`config.mk`:
```
export PLATFORM = sky130hd
export DESIGN_NAME = param_pipe
export DESIGN_NICKNAME = d
export VERILOG_FILES = /design/src/rtl/param_pipe_pkg.sv /design/src/rtl/param_pipe_stage.sv /design/src/rtl/param_pipe.sv
export SDC_FILE = /design/constraint.sdc
export NUM_CORES = 1
export LEC_CHECK = 0
export ABC_CLOCK_PERIOD_IN_PS = 1300
export CORE_MARGIN = 5
export CORE_UTILIZATION = 40
export DETAILED_ROUTE_END_ITERATION = 8
export PLACE_DENSITY_LB_ADDON = 0.1
export SLEW_MARGIN = 15
export SYNTH_ARGS = -nofsm -noshare
export SYNTH_HDL_FRONTEND = slang
export SYNTH_SLANG_ARGS = --single-unit
```
`constraint.sdc`:
```
create_clock -name clk -period 1.3 [get_ports clk]
set_input_delay 0.26 -clock clk [delete_from_list [all_inputs] [get_ports clk]]
set_output_delay 0.26 -clock clk [all_outputs]
set_load 0.01 [all_outputs]
```
`src/rtl/param_pipe_pkg.sv`:
```
// -----------------------------------------------------------------------------
// param_pipe_pkg
// Shared constants and helpers for the param_pipe elastic pipeline.
//   MAX_DEPTH : largest supported number of register stages
//   clog2_p1  : bits needed to hold the values 0..n (occupancy counter width)
// Data is an untyped WIDTH-bit vector, so no typedefs live here.
// -----------------------------------------------------------------------------
package param_pipe_pkg;

    localparam int MAX_DEPTH = 16;

    // Number of bits required to represent every value in 0..n, minimum 1.
    function automatic int clog2_p1(input int n);
        int w;
        w = 1;
        while ((1 << w) <= n) begin
            w = w + 1;
        end
        return w;
    endfunction

endpackage : param_pipe_pkg

```
`src/rtl/param_pipe_stage.sv`:
```
// -----------------------------------------------------------------------------
// pipe_stage
// One valid/data register slice of the elastic pipeline.
// Ports:
//   clk, rst_n          : clock, asynchronous active-low reset
//   flush               : synchronous clear of the valid bit (data holds)
//   up_valid, up_data   : beat offered by the upstream stage / producer
//   dn_ready            : downstream can take this stage's beat this cycle
//   v, d                : registered valid and data of this stage
//   rdy                 : this stage can load a new beat this cycle
// -----------------------------------------------------------------------------
module pipe_stage #(
    parameter int WIDTH = 8
) (
    input  logic             clk,
    input  logic             rst_n,
    input  logic             flush,
    input  logic             up_valid,
    input  logic [WIDTH-1:0] up_data,
    input  logic             dn_ready,
    output logic             v,
    output logic [WIDTH-1:0] d,
    output logic             rdy
);

    logic             v_q, v_d;
    logic [WIDTH-1:0] d_q, d_d;

    // An empty stage always accepts; a full one only if its beat moves on.
    assign rdy = !v_q || dn_ready;

    always_comb begin
        v_d = v_q;
        d_d = d_q;
        if (flush) begin
            v_d = 1'b0;
        end else if (rdy) begin
            v_d = up_valid;
            // Data only changes on a real beat so an idle output keeps the
            // last delivered value.
            if (up_valid) begin
                d_d = up_data;
            end
        end
    end

    always_ff @(posedge clk or negedge rst_n) begin
        if (!rst_n) begin
            v_q <= 1'b0;
            d_q <= '0;
        end else begin
            v_q <= v_d;
            d_q <= d_d;
        end
    end

    assign v = v_q;
    assign d = d_q;

endmodule : pipe_stage

```
`src/rtl/param_pipe.sv`:
```
// -----------------------------------------------------------------------------
// param_pipe
// Parametrised elastic pipeline of DEPTH register slices with valid/ready
// backpressure, an occupancy counter and a synchronous flush. With BYPASS=1
// the block collapses to wires.
// Ports:
//   clk, rst_n                    : clock, asynchronous active-low reset
//   in_valid, in_ready, in_data   : producer side handshake and data
//   out_valid, out_ready, out_data: consumer side handshake and data
//   flush                         : synchronous clear of all stages
//   count                         : number of valid stages (0..DEPTH)
// -----------------------------------------------------------------------------
module param_pipe
    import param_pipe_pkg::*;
#(
    parameter int WIDTH  = 8,
    parameter int DEPTH  = 2,
    parameter int BYPASS = 0,
    localparam int CNT_W = clog2_p1(DEPTH)
) (
    input  logic             clk,
    input  logic             rst_n,
    input  logic             in_valid,
    output logic             in_ready,
    input  logic [WIDTH-1:0] in_data,
    output logic             out_valid,
    input  logic             out_ready,
    output logic [WIDTH-1:0] out_data,
    input  logic             flush,
    output logic [CNT_W-1:0] count
);

    if (WIDTH < 1) begin : g_bad_width
        $error("param_pipe: WIDTH must be at least 1");
    end
    if (DEPTH < 1 || DEPTH > MAX_DEPTH) begin : g_bad_depth
        $error("param_pipe: DEPTH out of range 1..16");
    end

    if (BYPASS != 0) begin : g_bypass
        assign out_valid = in_valid;
        assign out_data  = in_data;
        assign in_ready  = out_ready;
        assign count     = '0;

        // No state exists in this branch; clock, reset and flush are inert.
        logic unused_bypass;
        assign unused_bypass = ^{clk, rst_n, flush};
    end else begin : g_pipe
        logic [DEPTH-1:0]            v;
        logic [DEPTH-1:0][WIDTH-1:0] d;
        logic [DEPTH-1:0]            rdy;

        for (genvar gi = 0; gi < DEPTH; gi++) begin : g_stage
            logic             up_v;
            logic [WIDTH-1:0] up_d;
            logic             dn_rdy;

            if (gi == 0) begin : g_head
                assign up_v = in_valid;
                assign up_d = in_data;
            end else begin : g_body
                assign up_v = v[gi-1];
                assign up_d = d[gi-1];
            end

            // Downstream readiness flattened from the valid bits: some later
            // stage is empty or the consumer drains. Equivalent to chaining
            // the stage rdy outputs, without a self-referencing vector.
            if (gi == DEPTH - 1) begin : g_tail
                assign dn_rdy = out_ready;
            end else begin : g_mid
                assign dn_rdy = out_ready | ~(&v[DEPTH-1:gi+1]);
            end

            pipe_stage #(
                .WIDTH (WIDTH)
            ) u_stage (
                .clk      (clk),
                .rst_n    (rst_n),
                .flush    (flush),
                .up_valid (up_v),
                .up_data  (up_d),
                .dn_ready (dn_rdy),
                .v        (v[gi]),
                .d        (d[gi]),
                .rdy      (rdy[gi])
            );
        end

        assign in_ready  = rdy[0];
        assign out_valid = v[DEPTH-1];
        assign out_data  = d[DEPTH-1];

        // Only the head stage's ready leaves the block.
        logic unused_rdy;
        assign unused_rdy = ^rdy;

        logic             in_hs, out_hs;
        logic [CNT_W-1:0] count_q, count_d;

        assign in_hs  = in_valid & in_ready;
        assign out_hs = out_valid & out_ready;

        always_comb begin
            count_d = count_q;
            if (flush) begin
                count_d = '0;
            end else if (in_hs && !out_hs) begin
                count_d = count_q + CNT_W'(1);
            end else if (!in_hs && out_hs) begin
                count_d = count_q - CNT_W'(1);
            end
        end

        always_ff @(posedge clk or negedge rst_n) begin
            if (!rst_n) begin
                count_q <= '0;
            end else begin
                count_q <= count_d;
            end
        end

        assign count = count_q;
    end

endmodule : param_pipe

```
==> key figures, run 1 <==
Timing
  – Final TNS setup: -1440 ps
  – Fmax: 698.9 MHz
  – Unrepaired setup endpoints after global routing: true
  – Setup violators final: 18
  – Final Cycle Share: 110.1%
  – Tmin final: 1431 ps
  – Relative slew slack: 79.57%
  – Worst Max-Slew Pin Slew: 303.2 ps
  – Worst setup margin: -130.8 ps
  – Hold violation count in the final report: 0
  – Pins Over Slew Limit: 0
  – Final Skew: 6.416 ps

Synthesis
  – Syn Nets: 69
  – Synth warn: 0
  – Synth area leaders: dfrtp_1 (60%), mux2_2 (24%), nor3b_4 (2.2%)
  – Synth Area per Inst: 14.90 um2
  – Synth cell types: 15
  – Mapped Cells: 56
  – Mapped Area: 834.6 um2
  – Sequential area share after synthesis: 59.97%
  – Synth top area share: 59.97%
  – Post-synth top area cell: dfrtp_1
  – Synth Register Bits: 20

Layout
  – Most frequent cells in the layout: dfrtp_1 (20), mux2_4 (16), clkdlybuf4s50_1 (11)
  – Most common cell after layout, fill and taps aside: dfrtp_1
  – Layout area overhead: 56.82%
  – Antenna Cells: 0
  – Utilization after layout: 66.04%
  – Share of cells above drive strength 1: 43.62%
  – Final instance area: 1309 um2
  – Nets: 108

Global route
  – Vias in the first global route: 631
  – GRT Resource Usage Total: 11.72%
  – Initial antenna violation count: 0
  – Largest net degree at the start of global routing: 21
  – GRT overflow: 0
  – Global-route wire length before repair: 2.815 mm

Placement
  – Pre-CTS setup slack: -501.7 ps
  – DP Wirelength: 1.154 mm
  – DP Area: 1172 um2
  – Port Buffers: 24
  – GPL Wtd Cong: 0.7249

Power
  – NetSw: 0.0004112 W
  – Power density of the placed cells: 1360 nW/um2
  – Maximum vdd drop: 0.9302 mV
  – Internal: 0.001369 W
  – Design Power: 0.001780 W
  – Sequential power share: 45.3%
  – Pleak: 0.6317 nW
  – Switching Fraction: 23.10%
  – Clock power share: 28.1%
  – Comb power frac: 26.7%

Worst setup path
  – Most used cell along the critical path: buf_6
  – Crit path max-delay cell type: dfrtp_1
  – Req. time, crit path: 1500 ps
  – Critical Path Source Type: flop
  – Critical path class: flop to flop
  – Largest fanout on the critical path: 6
  – Largest stage delay on the critical path: 400 ps
  – Critical Path AT: 1630 ps
  – CP Cell Sequence: buf_6, nor2b_4, nor3b_4, buf_6, mux2_4
  – Critical Path Sink Type: flop

Die
  – Die Footprint: 3100 um2
  – Row cnt: 16
  – Initial Util: 42.11%
  – Die X: 55.68 um
  – I/O pin total: 25
  – Die height: 55.68 um
  – Core box area: 1982 um2

Drt
  – Routed wire length: 1.599 mm
  – DRC Markers: 0
  – DR pass1 iterations: 4
  – DRT iter0 DRCs: 4
  – ANT nets after route: 0
  – Vias: 574
  – Mean routed wirelength per cell: 13.21 um
  – Routed vias/inst: 4.744

Clock network
  – CTS tree: built
  – TritonCTS buffer count: 3
  – H-tree Lvls: 1
  – Num Clock Sinks: 20
  – Worst skew pair latency: 300 ps
  – Clock transition at path regs: 110 ps
  – Max clock buf depth: 2
  – CTS Root Cell: clkbuf_4

Outcome
  – Status: complete, but fails checks
  – Violated checks: negative setup slack

Run
  – Max_cap viols: 0

Hold path
  – Hold WC Path Type: input port to asynchronous set/reset pin
==> stage by stage <==
step	hold WS (ps)	instances
final	286.1	121
after global routing	292.0	121
after CTS	281.7	121
after detailed placement	487.3	114
after global placement	480.3	114
after floorplan	-35.59	56
==> layer usage <==
metal,track usage (%),wire length (um),vias up
li1,-,-,274
met1,13.33,685,280
met2,19.59,806,16
met3,3.480,84,4
met4,6.250,22,0
met5,0,0,-
==> cell families after synthesis <==
kind of cell    synth area share (%)
mux                            24.29
compound gates                 2.549
flops                          59.97
buf+inv                        1.048
simple gates                   12.14
==> sequential cells by signal, summed over array words and instances, names as in the netlist <==
| register | count |
|---|---|
| g_pipe.g_stage.u_stage.v | 2 |
| count | 2 |
| g_pipe.g_stage.u_stage.d | 16 |
==> synthesized netlist by cell type, drive strengths merged <==
master and count:
mux2 18, dfrtp 20, and4bb 1, and3b 1
inv 1, nor3b 1, a31oi 1, buf 1
nand3b 2, o21ai 1, nor2b 3, a21oi 2
nor2 4
==> worst max-delay path, delay by kind of cell, from the launching register on <==
kind	cells	cell delay, ps
muxes	1	300
and+or+nand+nor	2	330
buffers and inverters	2	290
DFF	1	400
==> power groups by stage <==
stage	logic, W	clock network [W]	registers, W
after floorplan	0.000147	0	0.000852
after global placement	0.000438	0	0.000816
after detailed placement	0.000446	0	0.000817
after CTS	0.000473	0.000519	0.000807
after global routing	0.000505	0.000544	0.000822
final	0.000474	0.000500	0.000806
==> what timing repair did <==
item	4_1_cts	5_1_grt
setup buffers	4	1
pin swaps	1	1
hold buffers	0	0
gates resized for setup	35	7
setup endpoints to repair	30	21
==> layout make-up <==
type | instances | area (um2)
Fill cell | 167 | 673.1
Clock buffer | 3 | 22.52
Tap cell | 27 | 33.78
Timing Repair Buffer | 35 | 317.8
Multi-Input combinational cell | 34 | 400.4
Clock inverter | 1 | 30.03
Sequential cell | 20 | 500.5
Inverter | 1 | 3.754
==> worst paths after layout <==
kind / startpoint / endpoint / slack [ps] / cells past startpoint
min in group clk: out_ready / g_pipe.g_stage[1].u_stage.v$_DFFE_PN0P_ / 470 / 4
max reg2reg: g_pipe.g_stage[1].u_stage.v$_DFFE_PN0P_ / g_pipe.g_stage[1].u_stage.d[5]$_DFFE_PN0P_ / -130 / 5
max in group asynchronous: rst_n / g_pipe.g_stage[1].u_stage.d[0]$_DFFE_PN0P_ / 810 / 2
min: rst_n / g_pipe.g_stage[0].u_stage.d[6]$_DFFE_PN0P_ / 290 / 2
min reg2reg: g_pipe.g_stage[1].u_stage.d[2]$_DFFE_PN0P_ / g_pipe.g_stage[1].u_stage.d[2]$_DFFE_PN0P_ / 520 / 1
max: g_pipe.g_stage[1].u_stage.v$_DFFE_PN0P_ / g_pipe.g_stage[1].u_stage.d[5]$_DFFE_PN0P_ / -130 / 5
No activity file was read; power rests on OpenSTA's default activity.
==> run 2, diff against run 1 <==
PLACE_DENSITY_LB_ADDON = 0.08   (was 0.1)
==> key figures, run 2 (synthesized netlist as in run 1, its figures left out) <==
Outcome
  – Status: complete, but fails checks
  – Violated checks: negative setup slack

Power
  – Pleak: 0.6438 nW
  – Power density of the placed cells: 1368 nW/um2
  – Maximum vdd drop: 1.002 mV
  – Comb power frac: 27.0%
  – Switching Fraction: 23.49%
  – Internal: 0.001374 W
  – NetSw: 0.0004219 W
  – Clock power share: 28.0%
  – Sequential power share: 45.0%

Drt
  – DR pass1 iterations: 3
  – DRC Markers: 0
  – Vias: 561
  – ANT nets after route: 0
  – Routed vias/inst: 4.675
  – Mean routed wirelength per cell: 13.92 um
  – Routed wire length: 1.670 mm
  – DRT iter0 DRCs: 3

Global route
  – GRT overflow: 0
  – GRT Resource Usage Total: 11.21%
  – Largest net degree at the start of global routing: 21
  – Initial antenna violation count: 0
  – Vias in the first global route: 604
  – Global-route wire length before repair: 2.773 mm

Timing
  – Fmax: 716.2 MHz
  – Hold violation count in the final report: 0
  – Unrepaired setup endpoints after global routing: true
  – Setup violators final: 18
  – Relative slew slack: 67.84%
  – Final hold slack: 280.4 ps
  – Final Skew: 6.476 ps
  – Worst setup margin: -96.30 ps
  – Final Cycle Share: 107.4%
  – Worst Max-Slew Pin Slew: 477.3 ps
  – Tmin final: 1396 ps
  – Pins Over Slew Limit: 0
  – Final TNS setup: -549.9 ps

Layout
  – Nets: 107
  – Max FFs per register: 16
  – Utilization after layout: 66.22%
  – Antenna Cells: 0
  – Share of cells above drive strength 1: 41.94%
  – Most frequent cells in the layout: dfrtp_1 (20), mux2_4 (17), dlygate4sd2_1 (12)
  – Most common cell after layout, fill and taps aside: dfrtp_1
  – Layout area overhead: 57.27%

Worst setup path
  – Critical Path AT: 1590 ps
  – Internal reg-to-reg setup slack: -100 ps
  – Req. time, crit path: 1500 ps
  – Largest fanout on the critical path: 4
  – Critical Path Source Type: flop
  – Worst R2R Path Depth: 3
  – Critical Path Sink Type: flop
  – R2R Path Start: g_pipe.g_stage[0].u_stage.v$_DFFE_PN0P_
  – Reg2reg end: count[1]$_DFFE_PN0P_
  – Critical path class: flop to flop

Clock network
  – Max clock buf depth: 2
  – CTS Hold Bufs: 0
  – CTS Root Cell: clkbuf_4
  – Clock transition at path regs: 120 ps
  – CTS tree: built
  – H-tree Lvls: 1
  – Num Clock Sinks: 20
  – Worst skew pair latency: 300 ps
  – TritonCTS buffer count: 3

Placement
  – DP Wirelength: 1.141 mm
  – GPL Wtd Cong: 0.6599
  – Pre-CTS setup slack: -493.5 ps
  – Port Buffers: 24

Run
  – Max_cap viols: 0

Die
  – Core box area: 1982 um2
  – Die X: 55.68 um
  – Die Footprint: 3100 um2
  – Die height: 55.68 um
  – Initial Util: 42.11%
  – Row cnt: 16
  – I/O pin total: 25

Hold path
  – Hold WC Path Type: input port to asynchronous set/reset pin
run 2: cell count changes in the layout (fill, tap and decap cells not counted):
cell	change
clkdlybuf4s50_1	-1
dlymetal6s2s_1	+1
a31oi_2	-1
mux2_2	-1
mux2_4	+1
a31oi_4	+1
dlygate4sd2_1	+2
buf_6	-1
buf_4	-1
clkdlybuf4s15_1	-1
run 2: worst max-delay path by stage:
| stage | from | to | slack, ps | depth (start not counted) |
|---|---|---|---|---|
| floorplan | g_pipe.g_stage[1].u_stage.v$_DFFE_PN0P_ | g_pipe.g_stage[1].u_stage.d[0]$_DFFE_PN0P_ | -90 | 3 |
| global placement | out_ready | in_ready | -460 | 3 |
| detailed placement | out_ready | in_ready | -490 | 3 |
| CTS | g_pipe.g_stage[1].u_stage.v$_DFFE_PN0P_ | count[1]$_DFFE_PN0P_ | -100 | 4 |
| global route | g_pipe.g_stage[0].u_stage.v$_DFFE_PN0P_ | count[1]$_DFFE_PN0P_ | -140 | 3 |
| finish | g_pipe.g_stage[0].u_stage.v$_DFFE_PN0P_ | count[1]$_DFFE_PN0P_ | -100 | 3 |
run 2: layer usage:
metal  routed length, um  vias up  part of all wire [%]  GRT usage (%)
met3                  65        2                   3.9          3.480
met5                   0        -                     0              0
met1                 772      275                    46          13.56
met2                 820       13                    49          18.58
met4                  12        0                  0.72          4.167
li1                    -      271                     -              -
run 2: power by group through the flow:
stage	clock network, W	registers (W)	logic [W]
4_1_cts	0.000517	0.000808	0.000443
6_report	0.000504	0.000808	0.000485
5_1_grt	0.000547	0.000825	0.000525
3_5_place_dp	0	0.000820	0.000451
3_3_place_gp	0	0.000815	0.000442
2_1_floorplan	0	0.000852	0.000147
run 2: critical path, cell delays in order (launching register included):
cell     delay, ps
dfrtp_1        440
o21ai_0        410
a31oi_4        140
mux2_4         310
run 2: timing repair:
item                       4_1_cts  5_1_grt
buffers inserted                 1        1
setup endpoints to repair       30       20
resized for setup               26       13
pin swaps                        1        3
run 2: per-stage QoR:
stage	area, um2	power (W)	std cells
after floorplan	843.3	0.0009984	56
after global placement	1172	0.001257	114
after detailed placement	1172	0.001271	114
after CTS	1250	0.001769	119
after global routing	1313	0.001897	120
final	1313	0.001796	120
run 2: final cells by class:
class / count / area (um2)
fill: 145 / 669.4
sequential: 20 / 500.5
multi-input combinational: 34 / 412.9
timing repair buffer: 34 / 309.0
tap: 27 / 33.78
clock inverter: 1 / 30.03
clock buffer: 3 / 22.52
inverter: 1 / 3.754
